### src/rtl/pdu_decode_ctrl_pkg.sv
// Shared sizes, opcode sentinel, FSM encoding and bundle/list types for the PDU decode controller.
package pdu_decode_ctrl_pkg;
    localparam int NUM_LQ     = 8;
    localparam int NUM_PCH    = 16;
    localparam int LQADDR_BW  = 3;
    localparam int PCHADDR_BW = 4;
    localparam int OPCODE_BW  = 4;

    localparam logic [OPCODE_BW-1:0] INVALID_OPCODE = 4'hF;

    typedef enum logic [1:0] {
        IDLE = 2'd0,
        SCAN = 2'd1,
        OUT  = 2'd2
    } state_t;

    typedef logic [NUM_LQ-1:0][1:0]                  lpp_t;
    typedef logic [NUM_LQ-1:0][OPCODE_BW-1:0]        op_t;
    typedef logic [NUM_LQ-1:0][LQADDR_BW-1:0]        mreg_t;
    // map[lq][1] = pchidx1, map[lq][0] = pchidx0
    typedef logic [NUM_LQ-1:0][1:0][PCHADDR_BW-1:0]  map_t;
    typedef logic [NUM_PCH-1:0][1:0]                 pchpp_t;
    typedef logic [NUM_PCH-1:0][OPCODE_BW-1:0]       pchop_t;
    typedef logic [NUM_PCH-1:0][LQADDR_BW-1:0]       pchmreg_t;

    typedef struct packed {
        lpp_t  lpp;
        op_t   op;
        mreg_t mreg;
        map_t  map;
    } bundle_t;

    localparam pchop_t PCHOP_IDLE = {NUM_PCH{INVALID_OPCODE}};
endpackage

### src/rtl/pdu_decode_ctrl_if.sv
// Bundle-in / merged-lists-out handshake bus of the PDU decode controller.
interface pdu_decode_ctrl_if;
    import pdu_decode_ctrl_pkg::*;

    logic     in_valid;
    logic     in_ready;
    lpp_t     lpplist;
    op_t      oplist;
    mreg_t    mreglist;
    map_t     lq2pch_map;
    logic     out_valid;
    logic     out_ready;
    logic [NUM_PCH-1:0] pch_list;
    pchpp_t   pchpp_list;
    pchop_t   pchop_list;
    pchmreg_t pchmreg_list;
    logic     conflict;

    modport master (
        output in_valid, lpplist, oplist, mreglist, lq2pch_map, out_ready,
        input  in_ready, out_valid, pch_list, pchpp_list, pchop_list, pchmreg_list, conflict
    );

    modport slave (
        input  in_valid, lpplist, oplist, mreglist, lq2pch_map, out_ready,
        output in_ready, out_valid, pch_list, pchpp_list, pchop_list, pchmreg_list, conflict
    );
endinterface

### src/rtl/pdu_decode_ctrl_decoder.sv
// Combinational per-LQ decoder: selects one LQ's fields and expands its patch pair to a one-hot-ish mask.
module pdu_decode_ctrl_decoder
    import pdu_decode_ctrl_pkg::*;
(
    input  bundle_t                bundle,
    input  logic [LQADDR_BW-1:0]   lqidx,
    output logic [NUM_PCH-1:0]     pch_list_curr,
    output logic [1:0]             pp,
    output logic [OPCODE_BW-1:0]   op,
    output logic [LQADDR_BW-1:0]   mreg
);
    logic [PCHADDR_BW-1:0] rd_pchidx0, rd_pchidx1;

    assign rd_pchidx0 = bundle.map[lqidx][0];
    assign rd_pchidx1 = bundle.map[lqidx][1];
    assign pp         = bundle.lpp[lqidx];
    assign op         = bundle.op[lqidx];
    assign mreg       = bundle.mreg[lqidx];

    // An index beyond NUM_PCH simply never matches a patch lane.
    for (genvar p = 0; p < NUM_PCH; p++) begin : g_pch
        assign pch_list_curr[p] = (int'(rd_pchidx0) == p) || (int'(rd_pchidx1) == p);
    end
endmodule

### src/rtl/pdu_decode_ctrl.sv
// Scans one latched bundle LQ by LQ and merges per-LQ decode results into patch-wide lists.
module pdu_decode_ctrl
    import pdu_decode_ctrl_pkg::*;
(
    input  logic              clk,
    input  logic              rst,
    pdu_decode_ctrl_if.slave  bus
);
    state_t                 state;
    logic [LQADDR_BW-1:0]   lq_cnt;
    bundle_t                snap;

    logic                   in_ready_q, out_valid_q, conflict_q;
    logic [NUM_PCH-1:0]     pch_list_q;
    pchpp_t                 pchpp_q;
    pchop_t                 pchop_q;
    pchmreg_t               pchmreg_q;

    logic [NUM_PCH-1:0]     cur_pch;
    logic [1:0]             cur_pp;
    logic [OPCODE_BW-1:0]   cur_op;
    logic [LQADDR_BW-1:0]   cur_mreg;

    pdu_decode_ctrl_decoder u_dec (
        .bundle        (snap),
        .lqidx         (lq_cnt),
        .pch_list_curr (cur_pch),
        .pp            (cur_pp),
        .op            (cur_op),
        .mreg          (cur_mreg)
    );

    always_ff @(posedge clk or negedge rst) begin
        if (!rst) begin
            state       <= IDLE;
            lq_cnt      <= '0;
            snap        <= '0;
            in_ready_q  <= 1'b1;
            out_valid_q <= 1'b0;
            conflict_q  <= 1'b0;
            pch_list_q  <= '0;
            pchpp_q     <= '0;
            pchop_q     <= PCHOP_IDLE;
            pchmreg_q   <= '0;
        end else begin
            case (state)
                IDLE: if (bus.in_valid) begin
                    snap.lpp    <= bus.lpplist;
                    snap.op     <= bus.oplist;
                    snap.mreg   <= bus.mreglist;
                    snap.map    <= bus.lq2pch_map;
                    lq_cnt      <= '0;
                    conflict_q  <= 1'b0;
                    pch_list_q  <= '0;
                    pchpp_q     <= '0;
                    pchop_q     <= PCHOP_IDLE;
                    pchmreg_q   <= '0;
                    in_ready_q  <= 1'b0;
                    state       <= SCAN;
                end
                SCAN: begin
                    // First LQ to claim a patch keeps it; any later claim only raises conflict.
                    if (cur_op != INVALID_OPCODE) begin
                        for (int p = 0; p < NUM_PCH; p++) begin
                            if (cur_pch[p]) begin
                                if (!pch_list_q[p]) begin
                                    pch_list_q[p] <= 1'b1;
                                    pchpp_q[p]    <= cur_pp;
                                    pchop_q[p]    <= cur_op;
                                    pchmreg_q[p]  <= cur_mreg;
                                end else begin
                                    conflict_q    <= 1'b1;
                                end
                            end
                        end
                    end
                    lq_cnt <= lq_cnt + LQADDR_BW'(1);
                    if (lq_cnt == LQADDR_BW'(NUM_LQ - 1)) begin
                        out_valid_q <= 1'b1;
                        state       <= OUT;
                    end
                end
                OUT: if (bus.out_ready) begin
                    out_valid_q <= 1'b0;
                    in_ready_q  <= 1'b1;
                    state       <= IDLE;
                end
                default: begin
                    out_valid_q <= 1'b0;
                    in_ready_q  <= 1'b1;
                    state       <= IDLE;
                end
            endcase
        end
    end

    assign bus.in_ready     = in_ready_q;
    assign bus.out_valid    = out_valid_q;
    assign bus.conflict     = conflict_q;
    assign bus.pch_list     = pch_list_q;
    assign bus.pchpp_list   = pchpp_q;
    assign bus.pchop_list   = pchop_q;
    assign bus.pchmreg_list = pchmreg_q;
endmodule

### src/flat_wrapper.sv
// flat-port wrapper written by rule: the top's interface ports become plain ports
module pdu_decode_ctrl_flat import pdu_decode_ctrl_pkg::*;
  (clk, rst, bus_in_valid, bus_lpplist, bus_oplist, bus_mreglist, bus_lq2pch_map, bus_out_ready, bus_in_ready, bus_out_valid, bus_pch_list, bus_pchpp_list, bus_pchop_list, bus_pchmreg_list, bus_conflict);
  pdu_decode_ctrl_if bus_i ();
  input  logic clk;
  input  logic rst;
  input wire logic [$bits(bus_i.in_valid)-1:0] bus_in_valid;
  input wire logic [$bits(bus_i.lpplist)-1:0] bus_lpplist;
  input wire logic [$bits(bus_i.oplist)-1:0] bus_oplist;
  input wire logic [$bits(bus_i.mreglist)-1:0] bus_mreglist;
  input wire logic [$bits(bus_i.lq2pch_map)-1:0] bus_lq2pch_map;
  input wire logic [$bits(bus_i.out_ready)-1:0] bus_out_ready;
  output wire logic [$bits(bus_i.in_ready)-1:0] bus_in_ready;
  output wire logic [$bits(bus_i.out_valid)-1:0] bus_out_valid;
  output wire logic [$bits(bus_i.pch_list)-1:0] bus_pch_list;
  output wire logic [$bits(bus_i.pchpp_list)-1:0] bus_pchpp_list;
  output wire logic [$bits(bus_i.pchop_list)-1:0] bus_pchop_list;
  output wire logic [$bits(bus_i.pchmreg_list)-1:0] bus_pchmreg_list;
  output wire logic [$bits(bus_i.conflict)-1:0] bus_conflict;
  assign bus_i.in_valid = bus_in_valid;
  assign bus_i.lpplist = bus_lpplist;
  assign bus_i.oplist = bus_oplist;
  assign bus_i.mreglist = bus_mreglist;
  assign bus_i.lq2pch_map = bus_lq2pch_map;
  assign bus_i.out_ready = bus_out_ready;
  assign bus_in_ready = bus_i.in_ready;
  assign bus_out_valid = bus_i.out_valid;
  assign bus_pch_list = bus_i.pch_list;
  assign bus_pchpp_list = bus_i.pchpp_list;
  assign bus_pchop_list = bus_i.pchop_list;
  assign bus_pchmreg_list = bus_i.pchmreg_list;
  assign bus_conflict = bus_i.conflict;
  pdu_decode_ctrl u_core (.clk(clk), .rst(rst), .bus(bus_i));
endmodule
### config.mk
export PLATFORM = sky130hd
export DESIGN_NAME = pdu_decode_ctrl_flat
export DESIGN_NICKNAME = d
export VERILOG_FILES = /design/src/rtl/pdu_decode_ctrl_pkg.sv /design/src/rtl/pdu_decode_ctrl_if.sv /design/src/rtl/pdu_decode_ctrl_decoder.sv /design/src/rtl/pdu_decode_ctrl.sv /design/src/flat_wrapper.sv
export SDC_FILE = /design/constraint.sdc
export NUM_CORES = 1
export LEC_CHECK = 0
export BUFFER_PORTS_ARGS = -buffer_cell sky130_fd_sc_hd__buf_2
export CAP_MARGIN = 10
export CORE_ASPECT_RATIO = 1.75
export CORE_MARGIN = 2
export CORE_UTILIZATION = 50
export DETAILED_ROUTE_END_ITERATION = 12
export PLACE_DENSITY = 0.83
export SKIP_LAST_GASP = 1
export SLEW_MARGIN = 20
export SYNTH_ARGS = -nofsm -noshare
export SYNTH_HDL_FRONTEND = slang
export SYNTH_HIERARCHICAL = 1
export SYNTH_SLANG_ARGS = --single-unit
### constraint.sdc
create_clock -name clk -period 5.5 [get_ports clk]
set_input_delay 0 -clock clk [delete_from_list [all_inputs] [get_ports clk]]
set_output_delay 0 -clock clk [all_outputs]
set_load 0.05 [all_outputs]
==> Word-level counts from Yosys, hierarchy flattened <==
Cells that the tools add are included.
{ "totals": {"in_bits": 140, "word_cells": 427, "reg_bits": 304} }
{ "op_classes": {"n_eq_ne": 70, "n_lt_le_gt_ge": 1, "bitwise_logic": 2, "muxes": 186, "add_sub_neg": 1, "n_reduce_logical": 58} }
{ "ops": {"columns": ["operator", "count"], "rows": [
  ["4-bit 2-to-1 mux", 33],
  ["64-bit 2-to-1 mux", 2],
  ["64-bit case mux with 2 select lines", 1],
  ["3-bit 2-to-1 mux", 34],
  ["48-bit 2-to-1 mux", 2],
  ["48-bit case mux with 2 select lines", 1],
  ["5-bit AND reduction", 16],
  ["2-bit 2-to-1 mux", 36],
  ["4-bit equality test, second input constant", 16],
  ["32-bit 2-to-1 mux", 2],
  ["32-bit case mux with 2 select lines", 1],
  ["4-bit AND reduction", 16],
  ["1-bit 2-to-1 mux", 61],
  ["2-bit by 1-bit != test with 1-bit output, second input constant", 18],
  ["2-bit != test, second input constant", 18],
  ["4-bit by 3-bit equality test with 1-bit output, second input constant", 8],
  ["16-bit 2-to-1 mux", 2],
  ["16-bit case mux with 2 select lines", 1],
  ["8-bit binary-select mux with 3-bit select", 1],
  ["4-bit by 2-bit equality test with 1-bit output, second input constant", 4],
  ["1-bit logical OR", 16],
  ["4-bit binary-select mux with 3-bit select", 1],
  ["3-bit AND reduction", 4],
  ["3-bit binary-select mux with 3-bit select", 1],
  ["other kinds (18)", 23]
]} }

==> Depth between registers and ports, before layout <==
Gate-level depths: netlist (run 1).
{ "logic_depth": {"depth_word": 45, "mapped_depth": 11} }

==> Modules after synthesis <==
The synthesis (run 1) kept the hierarchy.
{ "by_module_without_submodules": {"columns": ["module", "cells_per_inst", "area_each_um2", "seq_area_each_um2", "n_inst"], "rows": [
  ["pdu_decode_ctrl", 911, 11750.0, 7688.6, 1],
  ["pdu_decode_ctrl_decoder", 102, 1358.8, 0.0, 1]
]} }

==> Least setup slack after synthesis (run 1) <==
No wires, ideal clock.
{ "synth_path": {"path_type": "register to register", "startpoint": "register u_core.lq_cnt[0]", "endpoint": "register u_core.pchmreg_q (netlist bit u_core/bus.pchmreg_list[21])", "setup_slack_ps": 2563, "path_stages_with_launch": 12, "path_buffers": 5, "arrival_ps": 2800, "period_less_slack_ps": 2937, "setup_ps": 137, "cell_sequence": "dfrtp_1 buf_6 buf_6 buf_4 mux4_2 mux2_2 nand2_1 buf_4 o221ai_2 buf_4 nand2_1 o21ai_0"} }
{ "synth_rtl": {"columns": ["element", "line", "source"], "rows": [
  ["start: declaration", "pdu_decode_ctrl.sv:10", "logic [LQADDR_BW-1:0] lq_cnt;"],
  ["start signal: assignment", "pdu_decode_ctrl.sv:77", "lq_cnt <= lq_cnt + LQADDR_BW'(1);"],
  ["4-bit binary-select mux with 3-bit select", "pdu_decode_ctrl_decoder.sv:17", "assign op = bundle.op[lqidx];"],
  ["4-bit 2-to-1 mux (implied by the code)", "pdu_decode_ctrl_decoder.sv:17", null],
  ["named net u_core.cur_op[1]", "pdu_decode_ctrl.sv:21", "logic [OPCODE_BW-1:0] cur_op;"],
  ["4-bit != test", "pdu_decode_ctrl.sv:63", "if (cur_op != INVALID_OPCODE) begin"],
  ["2-bit by 1-bit != test with 1-bit output (no line)", null, null],
  ["5-bit AND reduction (no line)", null, null],
  ["end signal: indexed assignment", "pdu_decode_ctrl.sv:70", "pchmreg_q[p] <= cur_mreg;"],
  ["end: declaration", "pdu_decode_ctrl.sv:17", "pchmreg_t pchmreg_q;"]
]} }
The timed path passes the listed nets, and every way through them passes these cells. The select of a mux whose other input is x is not followed.
A chain may end at the register's enable or synchronous reset.

==> Worst setup path after layout (run 1) <==
{ "layout_path": {"startpoint": "register u_core.lq_cnt[0]", "endpoint": "register u_core.pchpp_q (netlist bit u_core/bus.pchpp_list[30])"} }
{ "layout_via": {"elab_chain_len": 6} }
{ "layout_rtl": {"columns": ["element", "line", "source"], "rows": [
  ["8-bit binary-select mux with 3-bit select (*)", "pdu_decode_ctrl_decoder.sv:14, pdu_decode_ctrl_decoder.sv:15", null],
  ["8-bit 2-to-1 mux (implied by the code) (*)", "pdu_decode_ctrl_decoder.sv:15", "assign rd_pchidx1 = bundle.map[lqidx][1];"],
  ["4-bit by 1-bit equality test with 1-bit output", "pdu_decode_ctrl_decoder.sv:22", "assign pch_list_curr[p] = (int'(rd_pchidx0) == p) || (int'(rd_pchidx1) == p);"],
  ["1-bit logical OR (*)", "pdu_decode_ctrl_decoder.sv:22", null],
  ["named net u_core.cur_pch[15]", "pdu_decode_ctrl.sv:19", "logic [NUM_PCH-1:0] cur_pch;"],
  ["2-bit by 1-bit != test with 1-bit output (no line) (*)", null, null],
  ["5-bit AND reduction (no line) (*)", null, null],
  ["end signal: indexed assignment", "pdu_decode_ctrl.sv:68", "pchpp_q[p] <= cur_pp;"],
  ["end: declaration", "pdu_decode_ctrl.sv:15", "pchpp_t pchpp_q;"]
]} }
Mark *: on every way through the listed nets, which the timed path passes. The rest lies on a longest branch. The select of a mux whose other input is x is not followed.

==> results of run 1 <==
through the flow:
stage | instances | worst slack (ps) | utilization
2_1_floorplan | 1013 | 2560 | -
3_3_place_gp | 1581 | 1910 | 0.571
3_5_place_dp | 1581 | 1860 | 0.571
4_1_cts | 1772 | 1850 | 0.661
5_1_grt | 1774 | 1560 | 0.662
6_report | 1774 | 1820 | 0.662
sequential cells by signal (all words and copies together), names as in the netlist:
signal,cells
u_core/bus.out_valid,1
u_core/bus.pchpp_list,32
u_core/lq_cnt,3
u_core/snap,136
u_core/bus.pch_list,16
u_core/bus.pchop_list,64
u_core/state,2
u_core/bus.pchmreg_list,48
u_core/bus.in_ready,1
u_core/bus.conflict,1
how the worst max path moves through the flow:
stage,depth (start not counted),end
3_3_place_gp,8,u_core/bus.pchpp_list[25]$_DFFE_PN0P_
6_report,9,u_core/bus.pchpp_list[30]$_DFFE_PN0P_
4_1_cts,8,u_core/bus.pchmreg_list[38]$_DFFE_PN0P_
3_5_place_dp,8,u_core/bus.pchmreg_list[38]$_DFFE_PN0P_
2_1_floorplan,11,u_core/bus.pchmreg_list[21]$_DFFE_PN0P_
5_1_grt,9,u_core/bus.pchpp_list[30]$_DFFE_PN0P_
logic make-up (layout without fill, tap and decap cells):
kind of cell	Yosys count	count (layout)
muxes	195	195
other	0	1
buffers and inverters	65	505
adders and majority gates	2	2
and+or+nand+nor	218	218
DFF	304	304
AOI/OAI and AO/OA	229	229
cells in the final DEF (no fill, tap or decap), drive strengths merged, types with 2 or more instances in the layout:
cell         count
dlygate4sd3    140
nor2            22
clkbuf          40
o221ai          16
mux2i            8
nand4            2
or2              2
clkinv           7
dfrtp          239
a21oi           36
o21ai          148
ha               2
a22o             3
dfstp           65
bufinv           2
nor2b           17
mux2           153
nand2          170
a22oi            4
o22ai           16
nand2b           2
mux4            34
buf            314
area by class of cell:
class,instances,area [um2],area share
timing repair buffer,454,3050,0.178
clock buffer,40,807,0.0471
clock inverter,11,114,0.00665
antenna,1,2.50,0.000146
sequential,304,7690,0.449
multi-input combinational,644,5060,0.295
tap,320,400,0.0234
synth_stat cells, types with 2 or more instances:
cell / number / area (um2)
nand4_1: 2 / 12.5
mux2i_4: 2 / 45.0
mux4_1: 4 / 105
o22ai_1: 16 / 100
mux2i_2: 2 / 27.5
nand2_1: 160 / 601
a22o_1: 3 / 26.3
mux4_2: 30 / 676
buf_6: 5 / 56.3
clkbuf_1: 17 / 63.8
mux2_2: 133 / 1500
o21ai_1: 26 / 130
dfstp_2: 65 / 1710
buf_2: 34 / 170
dfrtp_1: 239 / 5980
nor2_1: 22 / 82.6
mux2_4: 2 / 30.0
buf_4: 7 / 52.6
a22oi_1: 4 / 30.0
o21ai_0: 122 / 611
nor2b_1: 17 / 106
mux2_1: 18 / 203
o221ai_2: 7 / 105
nand2_2: 10 / 62.6
o221ai_4: 9 / 236
ha_1: 2 / 25.0
a21oi_1: 36 / 180
mux2i_1: 4 / 40.0
worst max-delay path, cell delays in order, from the launching register on:
cell	delay [ps]
dfrtp_2	870
buf_4	440
mux4_2	590
mux2_4	300
nand2_2	110
o22ai_1	120
nor2b_1	190
o221ai_2	590
nand2_1	170
o21ai_0	160
layer usage:
layer	track usage	vias to the layer above	routed length, um
met5	0	-	0
met2	0.483	395	19900
met3	0.0362	137	1700
met1	0.300	4858	13300
li1	-	4446	-
met4	0.157	0	2270
==> qor.txt, run 1 <==
Final period util - 0.668
Compound-gate portion of the synthesized area - 0.112
Predominant post-synthesis flop cell - dfrtp_1
Violated checks - hold timing
Max_slew headroom - 0.309
Xor-xnor portion of the synthesized cell area - 0
Clock root buffer master - clkbuf_16
Total GRT Usage - 0.268
Layout Nets - 1574
Seq/Total Area, Yosys - 0.587
Final ANT Viol Nets - 0
Fillcell total - 1822
Gp weighted congestion - 0.907
CTS tree - built
HP Class - in -> async
First-pass GRT wire length - 57700 um
#FFs+latches synth - 304
1st-pass router iterations - 5
Core area - 25900 um2
Placed cell area - 14800 um2
Detailed-route via count - 9836
Distinct cell type count after synthesis - 43
Htree depth - 1
Syn Area/Cell - 12.9 um2
# clock sinks - 304
Final Hold Fails - 10
CP arrival - 4110 ps
Worst setup EP type - register
Combinational family with the most area after synthesis - multiplexers
Maxcap violations - 0
Setup TNS - 0 ps
DRC viols - 0
DIE HEIGHT - 218 um
Final instance area - 17100 um2
Die area - 27600 um2
Post-synthesis adder-cell area fraction - 0.00191
GR Overflow Total - 0
Simple-Gate Fraction of Synth Area - 0.0710
Post-layout minimum cycle time - 3680 ps
Chip width - 126 um
EDFF count, synth - 0
CP max FO - 23
# rows - 78
Worst reg-to-reg path cell count - 9
Crit Reg-Reg Startpoint - u_core/lq_cnt[0]$_DFFE_PN0P_
Post-synthesis mux area share - 0.200
Ports - 303
CP Launch Type - register
Pin count of the biggest net entering global routing - 161
CP startpoint - u_core/lq_cnt[0]$_DFFE_PN0P_
Worst Path Class, Setup - reg -> reg
Worst slew pin tran - 1030 ps
Mapped Area - 13100 um2
Post-DR wirelength/cell - 21.0 um
Final hold slack - -14.8 ps
Vias per inst - 5.54
Setup bufs post-CTS - 0
Port bufs - 302
Vias in the first global route - 10.4k
Layout Skew - 10.8 ps
Latest clock arrival within the worst-skew pair - 560 ps
Worst r2r dst - u_core/bus.pchpp_list[30]$_DFFE_PN0P_
CTS Hold Buffers Added - 140
R2R Setup Slk - 1820 ps
Unrepaired setup endpoints after global routing - no
Max Freq - 0.272 GHz
Syn Nets - 1155
Final setup fails - 0
WP data required - 5940 ps
Initial core utilization - 0.507
Yosys warns - 6
Clock buffer depth - 3
Final WL - 37200 um
Post-cts resize count - 0
Post-synthesis cell count - 1013
CTS clk-pin slew, worst paths - 60 ps
Area growth from synthesis to layout - 30.6%
Initial drt markers - 460
Final slew viol count - 0
Layout cell share with drive strength beyond 1 - 0.431
Initial antenna violation count - 1
Inserted Clock Buffers - 28
Async SR Flop Fraction - 1.00
Status - complete, but fails checks
Final HPWL DP - 23700 um
Power of run 1 is not shown: default switching activity piles up to over one toggle a cycle in this logic, so the estimate is an artifact.
==> run 2, diff against run 1 <==
clock period = 3.4 ns   (was 5.5 ns; I/O delays follow)
==> run 2 against run 1 <==
Against the previous run: the run now ends clean; die area unchanged; count of clock-buffer cells in the layout down 1; fmax up 22%; final cell count up 0.79%; utilization up 0.75 points; wire length up 4.9%; global-route usage up 1.3 points; setup slack worse by 1400 ps; non-clock buffer count up 13; cell area up 1.1%; first-iteration DRC count up 41%.
==> qor.txt, run 2 (synthesized netlist as in run 1, its figures left out) <==
Worst Path Class, Setup - reg -> reg
# clock sinks - 304 (unchanged)
Clock root buffer master - clkbuf_16
Buf+Inv Stages, Crit Path - 1 (unchanged)
Final slew viol count - 0 (unchanged)
Clock buffer depth - 3 (unchanged)
Max FFs per register - 136 (unchanged)
Initial antenna violation count - 4 (+3)
Layout Nets - 1586 (+0.76%)
Worst setup EP type - register
Inserted Clock Buffers - 27 (-3.6%)
Chip width - 126 um (unchanged)
1st-pass router iterations - 5 (unchanged)
Vias per inst - 5.61 (+1.2%)
DRC viols - 0 (unchanged)
WP data required - 3820 ps (-2120 ps)
CTS clk-pin slew, worst paths - 70 ps (about the same)
Htree depth - 1 (unchanged)
Area growth from synthesis to layout - 32.1%
GR Overflow Total - 0 (unchanged)
CP Launch Type - register
Commonest cells after routing, fill and taps aside - 301 x buf_2, 237 x dfrtp_1, 160 x nand2_1, 141 x dlygate4sd3_1, 133 x mux2_2
Max Freq - 0.331 GHz (+22%)
First-pass GRT wire length - 59800 um (+3.5%)
Post-cts resize count - 0 (unchanged)
Port bufs - 302 (unchanged)
Status - finished, final reports clean
# rows - 78 (unchanged)
Layout cell share with drive strength beyond 1 - 0.434 (+0.00359)
Vias in the first global route - 10.5k (+1.4%)
Largest delay contributor family on the critical path - compound AO/OA/AOI/OAI gates
Layout Skew - 11.8 ps (+0.990 ps)
Final setup fails - 0 (unchanged)
Crit Reg-Reg Startpoint - u_core/lq_cnt[0]$_DFFE_PN0P_
CTS tree - built
Maxcap violations - 0 (unchanged)
Final Hold Fails - 0 (-10)
CTS Hold Buffers Added - 140 (unchanged)
R2R Setup Slk - 380 ps (-1440 ps)
Initial core utilization - 0.507 (unchanged)
Detailed-route via count - 10.0k (+2.0%)
DIE HEIGHT - 218 um (unchanged)
Max_slew headroom - 0.486 (+0.177)
CP arrival - 3440 ps (-670 ps)
Setup TNS - 0 ps (unchanged)
Post-DR wirelength/cell - 21.8 um (+4.1%)
Worst reg-to-reg path cell count - 8 (-1)
Worst r2r dst - u_core/bus.pchop_list[44]$_DFFE_PN1P_
Final WL - 39000 um (+4.9%)
Final HPWL DP - 24600 um (+3.8%)
Core area - 25900 um2 (unchanged)
Critical path's slowest cell - o221ai_2
Worst slew pin tran - 771 ps (-261 ps)
Hold path start - bus_lpplist[0]
CP max FO - 19 (-17%)
Post-layout minimum cycle time - 3020 ps (-656 ps)
Delay of the slowest cell on the worst path - 610 ps (-260 ps)
Die area - 27600 um2 (unchanged)
Cell depth of the worst hold path - 3
Commonest non-fill, non-tap cell in the layout - buf_2
Gp weighted congestion - 0.901 (-0.56%)
Final ANT Viol Nets - 0 (unchanged)
Latest clock arrival within the worst-skew pair - 540 ps (-20 ps)
Total GRT Usage - 0.282 (+0.0134)
Unrepaired setup endpoints after global routing - no
Top reg by flops - u_core/snap
Setup bufs post-CTS - 0 (unchanged)
Final period util - 0.888 (+0.220)
Hold Path End - u_core/snap[120]$_DFFE_PN0P_
Initial drt markers - 648 (+41%)
Pin count of the biggest net entering global routing - 138 (-14%)
HP Class - in -> reg
Ports - 303 (unchanged)
CP cell instances - buf_12 > mux4_2 > mux2_4 > nand2_2 > o22ai_1 > nor2b_1 > o221ai_2 > o21ai_0
==> run 2: worst min-delay path: cells and delay by family <==
kind                   cells  cell delay, ps
buffers and inverters      2             610
muxes                      1             110
==> run 2: how the worst max path moves through the flow <==
| stage | start | to | cells after the start |
|---|---|---|---|
| 3_5_place_dp | u_core/lq_cnt[0]$_DFFE_PN0P_ | u_core/bus.pchpp_list[25]$_DFFE_PN0P_ | 8 |
| 2_1_floorplan | u_core/lq_cnt[0]$_DFFE_PN0P_ | u_core/bus.pchmreg_list[21]$_DFFE_PN0P_ | 11 |
| 3_3_place_gp | u_core/lq_cnt[0]$_DFFE_PN0P_ | u_core/bus.pchpp_list[25]$_DFFE_PN0P_ | 8 |
| 5_1_grt | u_core/lq_cnt[0]$_DFFE_PN0P_ | u_core/bus.pchmreg_list[37]$_DFFE_PN0P_ | 9 |
| 6_report | u_core/lq_cnt[0]$_DFFE_PN0P_ | u_core/bus.pchop_list[44]$_DFFE_PN1P_ | 8 |
| 4_1_cts | u_core/lq_cnt[0]$_DFFE_PN0P_ | u_core/bus.pchpp_list[25]$_DFFE_PN0P_ | 8 |
==> run 2: cell type report <==
type	instances	area, um2
Antenna cell	4	10.0
Clock buffer	39	761
Clock inverter	10	184
Fill cell	1795	8550
Multi-Input combinational cell	644	5060
Sequential cell	304	7690
Tap cell	320	400
Timing Repair Buffer	467	3210
==> run 2: routing by layer <==
metal  global-route usage  vias to the layer above  share of wire
li1                     -                     4478              -
met1                0.305                     4891           0.33
met2                0.515                      508           0.55
met3               0.0338                      152          0.050
met4                0.179                        0          0.068
met5                    0                        -              0
==> run 2: through the flow <==
step                setup WS, ps   util  hold slack (ps)  instance area, um2  std cells
finish                       380  0.669              214               17300       1788
global route                 192  0.669              225               17300       1788
CTS                          368  0.668              188               17300       1782
detailed placement           380  0.577              181               14900       1593
global placement             441  0.577              172               14900       1593
floorplan                    463      -             -296               13100       1013
Power of run 2 is left out for the same reason.
==> run 3, diff against run 2 <==
SYNTH_HIERARCHICAL = default   (was 1)
==> run 3 against run 2 <==
Against the previous run: hold slack got worse by 170 ps; count of clock-buffer cells in the layout fell by 4; critical path depth did not move; setup slack got worse by 160 ps; synthesized cell count fell by 18%; critical endpoint is now u_core.bus.pchmreg_list[15]$_DFFE_PN0P_; highest routed layer unchanged.
==> qor.txt, run 3 <==
Top reg by flops - u_core.snap
Final ANT Viol Nets - 0 (unchanged)
Final slew viol count - 0 (unchanged)
Final non-filler cell total - 1629 (-8.9%)
Predominant post-synthesis flop cell - dfrtp_1
Area growth from synthesis to layout - 33.2%
Post-synthesis cell count - 833 (-18%)
Gp weighted congestion - 0.899 (-0.27%)
R2R Setup Slk - 220 ps (-160 ps)
Port bufs - 302 (unchanged)
Yosys top cell by area - dfrtp_1
Total GRT Usage - 0.270 (-0.0115)
Worst setup EP type - register
Unrepaired setup endpoints after global routing - no
DR WL met3 - 1740 um (-12%)
Max FFs per register - 136 (unchanged)
Clock buffer depth - 3 (unchanged)
# rows - 78 (unchanged)
GR Overflow Total - 0 (unchanged)
Cell with the most instances after synthesis - mux2_2
Worst r2r dst - u_core.bus.pchmreg_list[15]$_DFFE_PN0P_
Final Hold Fails - 0 (unchanged)
Worst Path Class, Setup - reg -> reg
Max Freq - 0.314 GHz (-5.0%)
Commonest cells after routing, fill and taps aside - 301 x buf_2, 250 x mux2_2, 237 x dfrtp_1, 139 x dlygate4sd3_1, 65 x dfstp_2
Initial antenna violation count - 3 (-1)
Syn Nets - 975 (-16%)
HP Class - in -> async
# clock sinks - 304 (unchanged)
Final setup fails - 0 (unchanged)
Mapped Area - 13100 um2 (-0.20%)
Layout Nets - 1428 (-10%)
Final WL - 37300 um (-4.5%)
WP data required - 3840 ps (+20 ps)
Max layer used - met4
Distinct cell type count after synthesis - 45 (+4.7%)
Chip width - 126 um (about the same)
Top cell type's share of synthesized area - 0.457 (+0.000916)
#FFs+latches synth - 304 (unchanged)
Yosys warns - 0 (-6)
Max_slew headroom - 0.472 (-0.0137)
Setup bufs post-CTS - 0 (unchanged)
Seq/Total Area, Yosys - 0.588 (+0.00118)
Detailed-route via count - 9044 (-9.8%)
Syn Area/Cell - 15.7 um2 (+21%)
Status - finished, final reports clean
Metal2 WL - 20100 um (-5.8%)
Pin count of the biggest net entering global routing - 113 (-18%)
Area contributors post-synth - dfrtp_1 46%, mux2_2 22%, dfstp_2 13%
Clock root buffer master - clkbuf_16
CP arrival - 3620 ps (+180 ps)
Worst reg-to-reg path cell count - 8 (unchanged)
CTS clk-pin slew, worst paths - 70 ps (about the same)
Final hold slack - 47.8 ps (-167 ps)
Met1 wire length - 12900 um (-1.0%)
CP max FO - 33 (+14)
Crit Reg-Reg Startpoint - u_core.lq_cnt[0]$_DFFE_PN0P_
CP startpoint - u_core.lq_cnt[0]$_DFFE_PN0P_
Ports - 303 (unchanged)
DIE HEIGHT - 218 um (about the same)
Commonest non-fill, non-tap cell in the layout - buf_2
Inserted Clock Buffers - 27 (unchanged)
Worst slew pin tran - 792 ps (+20.6 ps)
Latest clock arrival within the worst-skew pair - 570 ps (+30 ps)
Final period util - 0.935 (+0.0469)
Post-DR wirelength/cell - 22.9 um (+4.8%)
Vias in the first global route - 10.1k (-3.7%)
Vias per inst - 5.55 (-1.0%)
Async SR Flop Fraction - 1.00 (unchanged)
Initial drt markers - 328 (-49%)
DRC viols - 0 (unchanged)
Maxcap violations - 0 (unchanged)
Final HPWL DP - 23900 um (-2.7%)
EDFF count, synth - 0 (unchanged)
Die area - 27500 um2 (-0.19%)
Htree depth - 1 (unchanged)
1st-pass router iterations - 5 (unchanged)
Core area - 25900 um2 (unchanged)
Layout Skew - 30.9 ps (+19.1 ps)
Layout cell share with drive strength beyond 1 - 0.579 (+0.144)
CTS tree - built
Synth cell count leaders - 250 x mux2_2, 239 x dfrtp_1, 65 x dfstp_2
Initial core utilization - 0.506 (-0.00102)
CP Capture Point - u_core.bus.pchmreg_list[15]$_DFFE_PN0P_
Placed Cells - 1438 (-9.7%)
Fillcell total - 1711 (-4.7%)
Setup TNS - 0 ps (unchanged)
CP Launch Type - register
First-pass GRT wire length - 57200 um (-4.4%)
Post-layout minimum cycle time - 3180 ps (+159 ps)
==> run 3: changes by cell type in the layout (fill, tap and decap cells not counted), moves of 8 or more <==
cell / change
nand2_1: -144
o21ai_0: -118
mux2_2: +117
o21ai_1: -25
a21oi_1: -16
o21ai_4: +12
mux2i_1: +10
o221ai_4: -9
mux2_4: +8
==> run 3: kinds of logic after synthesis <==
logic type	count (synthesis)	share of synthesized area
multiplexers	335	0.321
AO/OA/AOI/OAI	68	0.0426
adder cells (fa/ha/maj)	2	0.00191
buffers and inverters	44	0.0161
AND/OR/NAND/NOR	80	0.0306
flip-flops	304	0.588
==> run 3: repair_timing <==
item                                    in CTS  in global routing
hold buffers                               139                  0
endpoints found under the hold margin      235                  0
gates resized for setup                      0                  2
endpoints found under the setup margin       0                 48
==> run 3: routing by layer <==
layer	GRT usage	vias up
met1	0.289	4599
li1	-	3960
met3	0.0383	134
met4	0.161	0
met5	0	-
met2	0.499	351
==> run 3: final cells by class <==
class | instances | area [um2] | area share
inverters | 1 | 3.75 | 0.000215
clock buffers | 35 | 716 | 0.0411
multi-input cells | 485 | 5200 | 0.298
clock inverters | 14 | 254 | 0.0146
well taps | 320 | 400 | 0.0230
repair buffers | 467 | 3160 | 0.181
diodes | 3 | 7.51 | 0.000431
flip-flops and latches | 304 | 7690 | 0.441
==> run 3: stage by stage <==
step	area (um2)	utilization	setup slack [ps]
after floorplan	13100	-	729
after global placement	15100	0.582	155
after detailed placement	15100	0.582	134
after CTS	17400	0.673	99.4
after global routing	17400	0.674	31.4
final	17400	0.674	220
==> run 3: worst max-delay path, cell delays in order (launching register included) <==
cell and delay (ps):
dfrtp_4 600, buf_4 340, mux4_2 560, mux2i_1 330, nor4_1 140, a21oi_4 190, buf_12 260, nand2_2 240
mux2_1 380
==> run 3: worst min path at each step <==
stage / endpoint / slack (ps) / startpoint / cells after the start
2_1_floorplan: u_core.bus.conflict$_DFFE_PN0P_ / -300 / rst / 0
3_3_place_gp: u_core.bus.pchmreg_list[12]$_DFFE_PN0P_ / 90 / rst / 1
3_5_place_dp: u_core.bus.pchmreg_list[12]$_DFFE_PN0P_ / 110 / rst / 1
4_1_cts: u_core.bus.pchmreg_list[12]$_DFFE_PN0P_ / 100 / rst / 2
5_1_grt: u_core.bus.pchmreg_list[12]$_DFFE_PN0P_ / 130 / rst / 2
6_report: u_core.bus.pchmreg_list[12]$_DFFE_PN0P_ / 50 / rst / 2
Power of run 3 is left out for the same reason.
